[src/rtl/mult_sequencer_pkg.sv]
`default_nettype none
// +--------------------------------------------------------------------+
// | Package     : mult_seq_pkg                                         |
// | Description : Shared types and constants for the iterative         |
// |               multiplier sequencer: FSM state encoding and the     |
// |               opcode set of the shared datapath ALU.               |
// | Revision    : 1.0  initial release                                 |
// +--------------------------------------------------------------------+
package mult_seq_pkg;

  // Sequencer states, explicit 2-bit encoding
  typedef enum logic [1:0] {
    ST_IDLE = 2'd0,
    ST_ITER = 2'd1,
    ST_NEG  = 2'd2,
    ST_DONE = 2'd3
  } state_t;

  // Opcodes understood by the shared datapath ALU
  localparam logic [3:0] c_ALU_AND  = 4'b0000;
  localparam logic [3:0] c_ALU_OR   = 4'b0001;
  localparam logic [3:0] c_ALU_NOR  = 4'b0010;
  localparam logic [3:0] c_ALU_ADD  = 4'b0011;
  localparam logic [3:0] c_ALU_SLL  = 4'b0100;
  localparam logic [3:0] c_ALU_SRL  = 4'b0101;
  localparam logic [3:0] c_ALU_ADDI = 4'b0110;
  localparam logic [3:0] c_ALU_ORI  = 4'b0111;
  localparam logic [3:0] c_ALU_LUI  = 4'b1000;
  localparam logic [3:0] c_ALU_ANDI = 4'b1001;

  // Default operand width; one shift-add iteration per multiplier bit
  localparam int c_WIDTH      = 32;
  localparam int c_ITERATIONS = c_WIDTH;

endpackage
`default_nettype wire

[src/rtl/mult_sequencer_if.sv]
`default_nettype none
// +--------------------------------------------------------------------+
// | Interface   : mult_sequencer_if                                    |
// | Description : Control/datapath <-> multiplier sequencer bundle,    |
// |               including the ALU request path the sequencer muxes.  |
// | Revision    : 1.0  initial release                                 |
// +--------------------------------------------------------------------+
interface mult_sequencer_if #(
  parameter int WIDTH = 32
) ();
  import mult_seq_pkg::*;

  logic             start;
  logic             signed_op;
  logic [WIDTH-1:0] a_in;
  logic [WIDTH-1:0] b_in;
  logic [3:0]       dp_alu_op;
  logic [WIDTH-1:0] dp_alu_a;
  logic [WIDTH-1:0] dp_alu_b;
  logic [WIDTH-1:0] alu_result;
  logic [3:0]       alu_op;
  logic [WIDTH-1:0] alu_a;
  logic [WIDTH-1:0] alu_b;
  logic             busy;
  logic             stall;
  logic             done;
  logic [WIDTH-1:0] hi;
  logic [WIDTH-1:0] lo;

  // Control/datapath side (and the ALU returning its result)
  modport master (
    output start, signed_op, a_in, b_in, dp_alu_op, dp_alu_a, dp_alu_b, alu_result,
    input  alu_op, alu_a, alu_b, busy, stall, done, hi, lo
  );

  // Sequencer side
  modport slave (
    input  start, signed_op, a_in, b_in, dp_alu_op, dp_alu_a, dp_alu_b, alu_result,
    output alu_op, alu_a, alu_b, busy, stall, done, hi, lo
  );

endinterface
`default_nettype wire

[src/rtl/mult_sequencer_alu_owner_mux.sv]
`default_nettype none
// +--------------------------------------------------------------------+
// | Module      : alu_owner_mux                                        |
// | Description : 2:1 selector of ALU {op,a,b} between the datapath    |
// |               and a client that has taken ownership of the ALU.    |
// | Revision    : 1.0  initial release                                 |
// +--------------------------------------------------------------------+
module alu_owner_mux #(
  parameter int WIDTH = 32
) (
  input  wire logic             i_sel_owner,
  input  wire logic [3:0]       i_own_op,
  input  wire logic [WIDTH-1:0] i_own_a,
  input  wire logic [WIDTH-1:0] i_own_b,
  input  wire logic [3:0]       i_dp_op,
  input  wire logic [WIDTH-1:0] i_dp_a,
  input  wire logic [WIDTH-1:0] i_dp_b,
  output logic      [3:0]       o_op,
  output logic      [WIDTH-1:0] o_a,
  output logic      [WIDTH-1:0] o_b
);

  // Owner request wins while it holds the ALU, datapath otherwise
  assign o_op = i_sel_owner ? i_own_op : i_dp_op;
  assign o_a  = i_sel_owner ? i_own_a  : i_dp_a;
  assign o_b  = i_sel_owner ? i_own_b  : i_dp_b;

endmodule
`default_nettype wire

[src/rtl/mult_sequencer.sv]
`default_nettype none
// +--------------------------------------------------------------------+
// | Module      : mult_sequencer                                       |
// | Description : Iterative WIDTHxWIDTH unsigned shift-add multiplier  |
// |               that borrows the shared ALU for its partial sums.    |
// |               Optional macro SIGNED_MULT_EN adds sign-magnitude    |
// |               signed multiply with a final 2*WIDTH negate state.   |
// | Revision    : 1.0  initial release                                 |
// +--------------------------------------------------------------------+
module mult_sequencer
  import mult_seq_pkg::*;
#(
  parameter int         WIDTH      = 32,
  parameter logic [3:0] ALU_ADD_OP = c_ALU_ADD
) (
  input wire logic         clk,
  input wire logic         reset,
  mult_sequencer_if.slave  bus
);

  localparam int            CW     = $clog2(WIDTH);
  localparam logic [CW-1:0] c_LAST = CW'(WIDTH - 1);

  state_t           r_state;
  logic [WIDTH-1:0] r_hi;
  logic [WIDTH-1:0] r_lo;
  logic [WIDTH-1:0] r_mcand;
  logic [CW-1:0]    r_count;
  logic             r_busy;
  logic             r_stall;
  logic             r_done;

  logic             w_carry;
  logic [WIDTH-1:0] w_sum;
  logic [WIDTH-1:0] w_a_op;
  logic [WIDTH-1:0] w_b_op;
  state_t           w_after_iter;

  // The ALU only sees hi+mcand, so a wrapped sum is the carry-out
  assign w_carry = r_lo[0] & (bus.alu_result < r_hi);
  assign w_sum   = r_lo[0] ? bus.alu_result : r_hi;

`ifdef SIGNED_MULT_EN
  logic                 r_neg;
  logic                 w_neg_flag;
  logic [2*WIDTH-1:0]   w_prod_neg;

  // Signed requests iterate on magnitudes; the most negative value maps to itself
  assign w_a_op       = (bus.signed_op && bus.a_in[WIDTH-1]) ? -bus.a_in : bus.a_in;
  assign w_b_op       = (bus.signed_op && bus.b_in[WIDTH-1]) ? -bus.b_in : bus.b_in;
  assign w_neg_flag   = bus.signed_op & (bus.a_in[WIDTH-1] ^ bus.b_in[WIDTH-1]);
  assign w_prod_neg   = -{r_hi, r_lo};
  assign w_after_iter = r_neg ? ST_NEG : ST_DONE;
`else
  logic w_unused_signed_op;

  assign w_a_op             = bus.a_in;
  assign w_b_op             = bus.b_in;
  assign w_after_iter       = ST_DONE;
  assign w_unused_signed_op = bus.signed_op;
`endif

  // Sequencer FSM: operand capture, shift-add iterations, optional negate, done pulse
  always_ff @(posedge clk) begin
    if (reset) begin
      r_state <= ST_IDLE;
      r_hi    <= '0;
      r_lo    <= '0;
      r_mcand <= '0;
      r_count <= '0;
      r_busy  <= 1'b0;
      r_stall <= 1'b0;
      r_done  <= 1'b0;
`ifdef SIGNED_MULT_EN
      r_neg   <= 1'b0;
`endif
    end else begin
      r_done <= 1'b0;
      case (r_state)
        ST_IDLE: begin
          if (bus.start) begin
            r_mcand <= w_a_op;
            r_lo    <= w_b_op;
            r_hi    <= '0;
            r_count <= '0;
            r_busy  <= 1'b1;
            r_stall <= 1'b1;
            r_state <= ST_ITER;
`ifdef SIGNED_MULT_EN
            r_neg   <= w_neg_flag;
`endif
          end
        end
        ST_ITER: begin
          {r_hi, r_lo} <= {w_carry, w_sum, r_lo[WIDTH-1:1]};
          r_count      <= r_count + 1'b1;
          if (r_count == c_LAST) begin
            r_state <= w_after_iter;
            if (w_after_iter == ST_DONE) begin
              r_stall <= 1'b0;
              r_done  <= 1'b1;
            end
          end
        end
`ifdef SIGNED_MULT_EN
        ST_NEG: begin
          {r_hi, r_lo} <= w_prod_neg;
          r_stall      <= 1'b0;
          r_done       <= 1'b1;
          r_state      <= ST_DONE;
        end
`endif
        ST_DONE: begin
          r_busy  <= 1'b0;
          r_state <= ST_IDLE;
        end
        default: begin
          r_busy  <= 1'b0;
          r_stall <= 1'b0;
          r_state <= ST_IDLE;
        end
      endcase
    end
  end

  alu_owner_mux #(
    .WIDTH (WIDTH)
  ) u_alu_owner_mux (
    .i_sel_owner (r_stall),
    .i_own_op    (ALU_ADD_OP),
    .i_own_a     (r_hi),
    .i_own_b     (r_mcand),
    .i_dp_op     (bus.dp_alu_op),
    .i_dp_a      (bus.dp_alu_a),
    .i_dp_b      (bus.dp_alu_b),
    .o_op        (bus.alu_op),
    .o_a         (bus.alu_a),
    .o_b         (bus.alu_b)
  );

  assign bus.busy  = r_busy;
  assign bus.stall = r_stall;
  assign bus.done  = r_done;
  assign bus.hi    = r_hi;
  assign bus.lo    = r_lo;

endmodule
`default_nettype wire

[src/flat_wrapper.sv]
// flat-port wrapper written by rule: the top's interface ports become plain ports
module mult_sequencer_flat import mult_seq_pkg::*;
#(
  parameter int         WIDTH      = 32,
  parameter logic [3:0] ALU_ADD_OP = c_ALU_ADD
)
  (clk, reset, bus_start, bus_signed_op, bus_a_in, bus_b_in, bus_dp_alu_op, bus_dp_alu_a, bus_dp_alu_b, bus_alu_result, bus_alu_op, bus_alu_a, bus_alu_b, bus_busy, bus_stall, bus_done, bus_hi, bus_lo);
  mult_sequencer_if #(.WIDTH(WIDTH)) bus_i ();
  input wire logic clk;
  input wire logic reset;
  input wire logic [$bits(bus_i.start)-1:0] bus_start;
  input wire logic [$bits(bus_i.signed_op)-1:0] bus_signed_op;
  input wire logic [$bits(bus_i.a_in)-1:0] bus_a_in;
  input wire logic [$bits(bus_i.b_in)-1:0] bus_b_in;
  input wire logic [$bits(bus_i.dp_alu_op)-1:0] bus_dp_alu_op;
  input wire logic [$bits(bus_i.dp_alu_a)-1:0] bus_dp_alu_a;
  input wire logic [$bits(bus_i.dp_alu_b)-1:0] bus_dp_alu_b;
  input wire logic [$bits(bus_i.alu_result)-1:0] bus_alu_result;
  output wire logic [$bits(bus_i.alu_op)-1:0] bus_alu_op;
  output wire logic [$bits(bus_i.alu_a)-1:0] bus_alu_a;
  output wire logic [$bits(bus_i.alu_b)-1:0] bus_alu_b;
  output wire logic [$bits(bus_i.busy)-1:0] bus_busy;
  output wire logic [$bits(bus_i.stall)-1:0] bus_stall;
  output wire logic [$bits(bus_i.done)-1:0] bus_done;
  output wire logic [$bits(bus_i.hi)-1:0] bus_hi;
  output wire logic [$bits(bus_i.lo)-1:0] bus_lo;
  assign bus_i.start = bus_start;
  assign bus_i.signed_op = bus_signed_op;
  assign bus_i.a_in = bus_a_in;
  assign bus_i.b_in = bus_b_in;
  assign bus_i.dp_alu_op = bus_dp_alu_op;
  assign bus_i.dp_alu_a = bus_dp_alu_a;
  assign bus_i.dp_alu_b = bus_dp_alu_b;
  assign bus_i.alu_result = bus_alu_result;
  assign bus_alu_op = bus_i.alu_op;
  assign bus_alu_a = bus_i.alu_a;
  assign bus_alu_b = bus_i.alu_b;
  assign bus_busy = bus_i.busy;
  assign bus_stall = bus_i.stall;
  assign bus_done = bus_i.done;
  assign bus_hi = bus_i.hi;
  assign bus_lo = bus_i.lo;
  mult_sequencer #(.WIDTH(WIDTH), .ALU_ADD_OP(ALU_ADD_OP)) u_core (.clk(clk), .reset(reset), .bus(bus_i));
endmodule
[config.mk]
export PLATFORM = sky130hd
export DESIGN_NAME = mult_sequencer_flat
export DESIGN_NICKNAME = d
export VERILOG_FILES = /design/src/rtl/mult_sequencer_pkg.sv /design/src/rtl/mult_sequencer_if.sv /design/src/rtl/mult_sequencer_alu_owner_mux.sv /design/src/rtl/mult_sequencer.sv /design/src/flat_wrapper.sv
export SDC_FILE = /design/constraint.sdc
export NUM_CORES = 1
export LEC_CHECK = 0
export ABC_AREA = 1
export BUFFER_PORTS_ARGS = -buffer_cell sky130_fd_sc_hd__buf_2
export CAP_MARGIN = 20
export CORE_MARGIN = 1
export CORE_UTILIZATION = 42
export CTS_CLUSTER_SIZE = 20
export DETAILED_ROUTE_END_ITERATION = 16
export PLACE_DENSITY = 0.8
export SYNTH_ARGS = -nofsm -noshare
export SYNTH_HDL_FRONTEND = slang
export SYNTH_HIERARCHICAL = 1
export SYNTH_SLANG_ARGS = --single-unit
[constraint.sdc]
create_clock -name clk -period 1.46 [get_ports clk]
set_input_delay 0.073 -clock clk [delete_from_list [all_inputs] [get_ports clk]]
set_output_delay 0.073 -clock clk [all_outputs]
set_load 0.005 [all_outputs]
==> flow_summary.toml <==
[grt]
antenna_found_initial = 0
grt.total_usage_pct = 25.3
grt_max_degree = 63
grt_pass1_vias = 6484
grt_overflow = 0
grt_pass1_wl_mm = 29.6

[floorplanning]
die-height_um = 120
ioPinCount = 303
die_w_um = 120
initial_core_util_pct = 43.7
dieArea_um2 = 14400
rows = 42
coreArea_um2 = 13400

[sta]
hold_viol = 0
drv_slew = 0
worst_slack_ns = -0.0808
setup_violations = 1
max_clock_freq_ghz = 0.649
grt_setup_unrepaired = "true"
fin_crit_ns = 1.54
min_period_over_period_pct = 106
whs_ns = 0.0263
finalSetupTns_ns = -0.0808
skew_ns = 0.00898

[synthesis]
async_reset_ff_share_pct = 0
synth_edf_count = 0
ys_types = 25
syn_area_um2 = 5860
synthCells = 897
ys_seq_area_share_pct = 36.2
ys_ff_latch = 106
synth_ff_type = "dfxtp_1"
avgSynthCellArea_um2 = 6.53
yosys_warnings = 6

[cells_and_area]
drive_gt1_share_pct = 34.5
fin_util_pct = 66.8
fill_cells = 1129
nets = 1466
area_growth_pct = 52.8

[place]
hpwl_mm = 12.9
portBuffers = 301
place_congestion = 0.845

[run]
maxCapViolCount = 0

[setup_path]
worstPathArrival_ns = 1.81
crit_type = "reg -> reg"
cp.required_ns = 1.73
start_kind = "register"
reg2reg_depth = 11
reg2reg_from = "u_core/bus.hi[5]"
path_max_fanout = 2
regToRegSetupSlack_ns = -0.08
end_kind = "register"
regToRegEndpoint = "u_core/bus.hi[31]"

[hold_path]
worstHoldPathCells = 3
min_to = "u_core/r_mcand[0]"
worstHoldStart = "bus_a_in[0]"
worst_hold_path_type = "in -> reg"

[clocking]
clock-root-buffer = "clkbuf_16"
clkTransAtPathRegs_ns = 0.07
cts_sinks = 106
cts_tree = "built"
clock_path_buffers = 2
postCtsSetupRepairBufs = 0
htreeDepth = 3
clock_latency_ns = 0.34
numCtsBuffers = 9

[routing]
first_pass_iters = 7
routed_via_density = 4.95
dr.first_iter.drc_count = 384
final_antenna_net_count = 0
num_vias = 7159
routed_wl_mm = 19.4
drc = 0
drt-wirelength-per-cell_um = 13.4

[pwr]
ir_worst_vdd_mv = 0.476
power_leakage_nw = 4.44
powerDensity_nw_per_um2 = 875

[run_status]
violations = "negative setup slack"
status = "finished, violations left"
==> placed cells by master, fill, tap and decap left out, types with 3 or more instances in the layout <==
cell           synthesis  layout
nor3_1                 6       4
buf_2                 24     301
nor2_1                73      71
clkbuf_16              0       9
dlygate4sd3_1          0      62
a31oi_1               31      31
inv_1                 42      30
o21ai_1               25      26
nand2_1              334     330
clkinvlp_4             0       3
o21ai_0               80      79
buf_4                  7      41
a21oi_1               87      80
nand2_2                0       4
ha_4                   0      14
dfxtp_2                0      20
dfxtp_1              106      86
inv_2                  6      18
ha_1                  33      19
a21oi_2                0       7
conb_1                 2       4
buf_12                 0      10
==> critical path, cell delays in order (launching register included) <==
cell     delay (ns)
dfxtp_2        0.34
inv_2          0.05
ha_4           0.21
a21oi_2        0.12
nor2_1         0.07
nor3_1         0.17
nand2_1        0.09
nand2_1        0.08
nand2_2        0.07
nand2_1        0.07
nand4_1        0.07
a21oi_1        0.14
==> synth_stat cells, drive strengths merged (2+ instances only) <==
master  count  area [µm²]
a21oi      87         435
o21ai     105         526
inv        48         180
nand3       2        10.0
o21a        2        15.0
ha         33         413
nor3        6        30.0
nor2       74         285
conb        2        7.51
nand4       2        12.5
dfxtp     106        2120
nand2     335        1260
a31oi      31         194
buf        38         252
clkbuf     22        82.6
==> per-stage QoR <==
stage	cell area [µm²]	power (mW)	setup WS [ns]	instances
CTS	8790	7.82	0.000730	1446
floorplan	5860	4.34	0.0382	899
finish	8950	7.83	-0.0808	1447
global placement	7780	5.17	-0.0240	1368
detailed placement	7780	5.21	-0.0594	1368
global route	8950	8.28	-0.287	1446
==> worst max path at each step <==
| stage | from | endpoint | slack, ns | depth (start not counted) |
|---|---|---|---|---|
| 6_report | u_core/bus.hi[5] | u_core/bus.hi[31] | -0.08 | 11 |
| 5_1_grt | u_core/bus.hi[5] | u_core/bus.hi[31] | -0.29 | 11 |
| 4_1_cts | u_core/bus.hi[28] | u_core/bus.hi[31] | 0.0007 | 9 |
| 3_5_place_dp | u_core/bus.hi[5] | u_core/bus.hi[31] | -0.06 | 11 |
| 3_3_place_gp | u_core/bus.hi[5] | u_core/bus.hi[31] | -0.02 | 11 |
| 2_1_floorplan | u_core/bus.hi[31] | u_core/bus.hi[31] | 0.04 | 9 |
==> power by group <==
part | total, mW | internal (mW) | leakage, nW | switching (mW)
Combinational | 2.15 | 1.01 | 3.42 | 1.14
Clock | 2.43 | 1.33 | 0.135 | 1.09
Sequential | 3.26 | 3.12 | 0.882 | 0.141
Total | 7.83 | 5.46 | 4.44 | 2.38
==> flip-flops by register name, indices dropped and copies added, names as in the netlist <==
register / count
u_core/bus.busy: 1
u_core/r_mcand: 32
u_core/r_count: 5
u_core/bus.stall: 1
u_core/bus.hi: 32
u_core/r_state: 2
u_core/bus.lo: 32
u_core/bus.done: 1
==> area by class of cell <==
class	instances	area [µm²]	area share [%]
clock buffers	10	229	2.56
inverters	49	184	2.05
repair buffers	415	2650	29.6
well taps	176	220	2.46
diodes	1	2.50	0.0280
clock inverters	6	66.3	0.741
multi-input cells	684	3460	38.6
flip-flops and latches	106	2150	24.0
==> repair_timing <==
item | in CTS | in global routing
hold buffers | 62 | 0
cloned | 0 | 0
gates resized for setup | 28 | 34
pin swaps | 11 | 18
endpoints found under the setup margin | 1 | 31
endpoints found under the hold margin | 62 | 0
==> layer usage <==
layer  track usage [%]  part of all wire [%]
met1              30.6                    42
met2              45.4                    50
met3              3.80                   6.2
met4              8.75                   2.0
met5                 0                     0
==> cells by family after synthesis <==
kind of cell             share of synthesized area (%)
buffers and inverters                             8.84
AO/OA/AOI/OAI                                     20.3
adder cells (fa/ha/maj)                           7.05
AND/OR/NAND/NOR                                   27.5
other                                            0.128
flip-flops                                        36.2
Power figures use the tool's default switching activity.
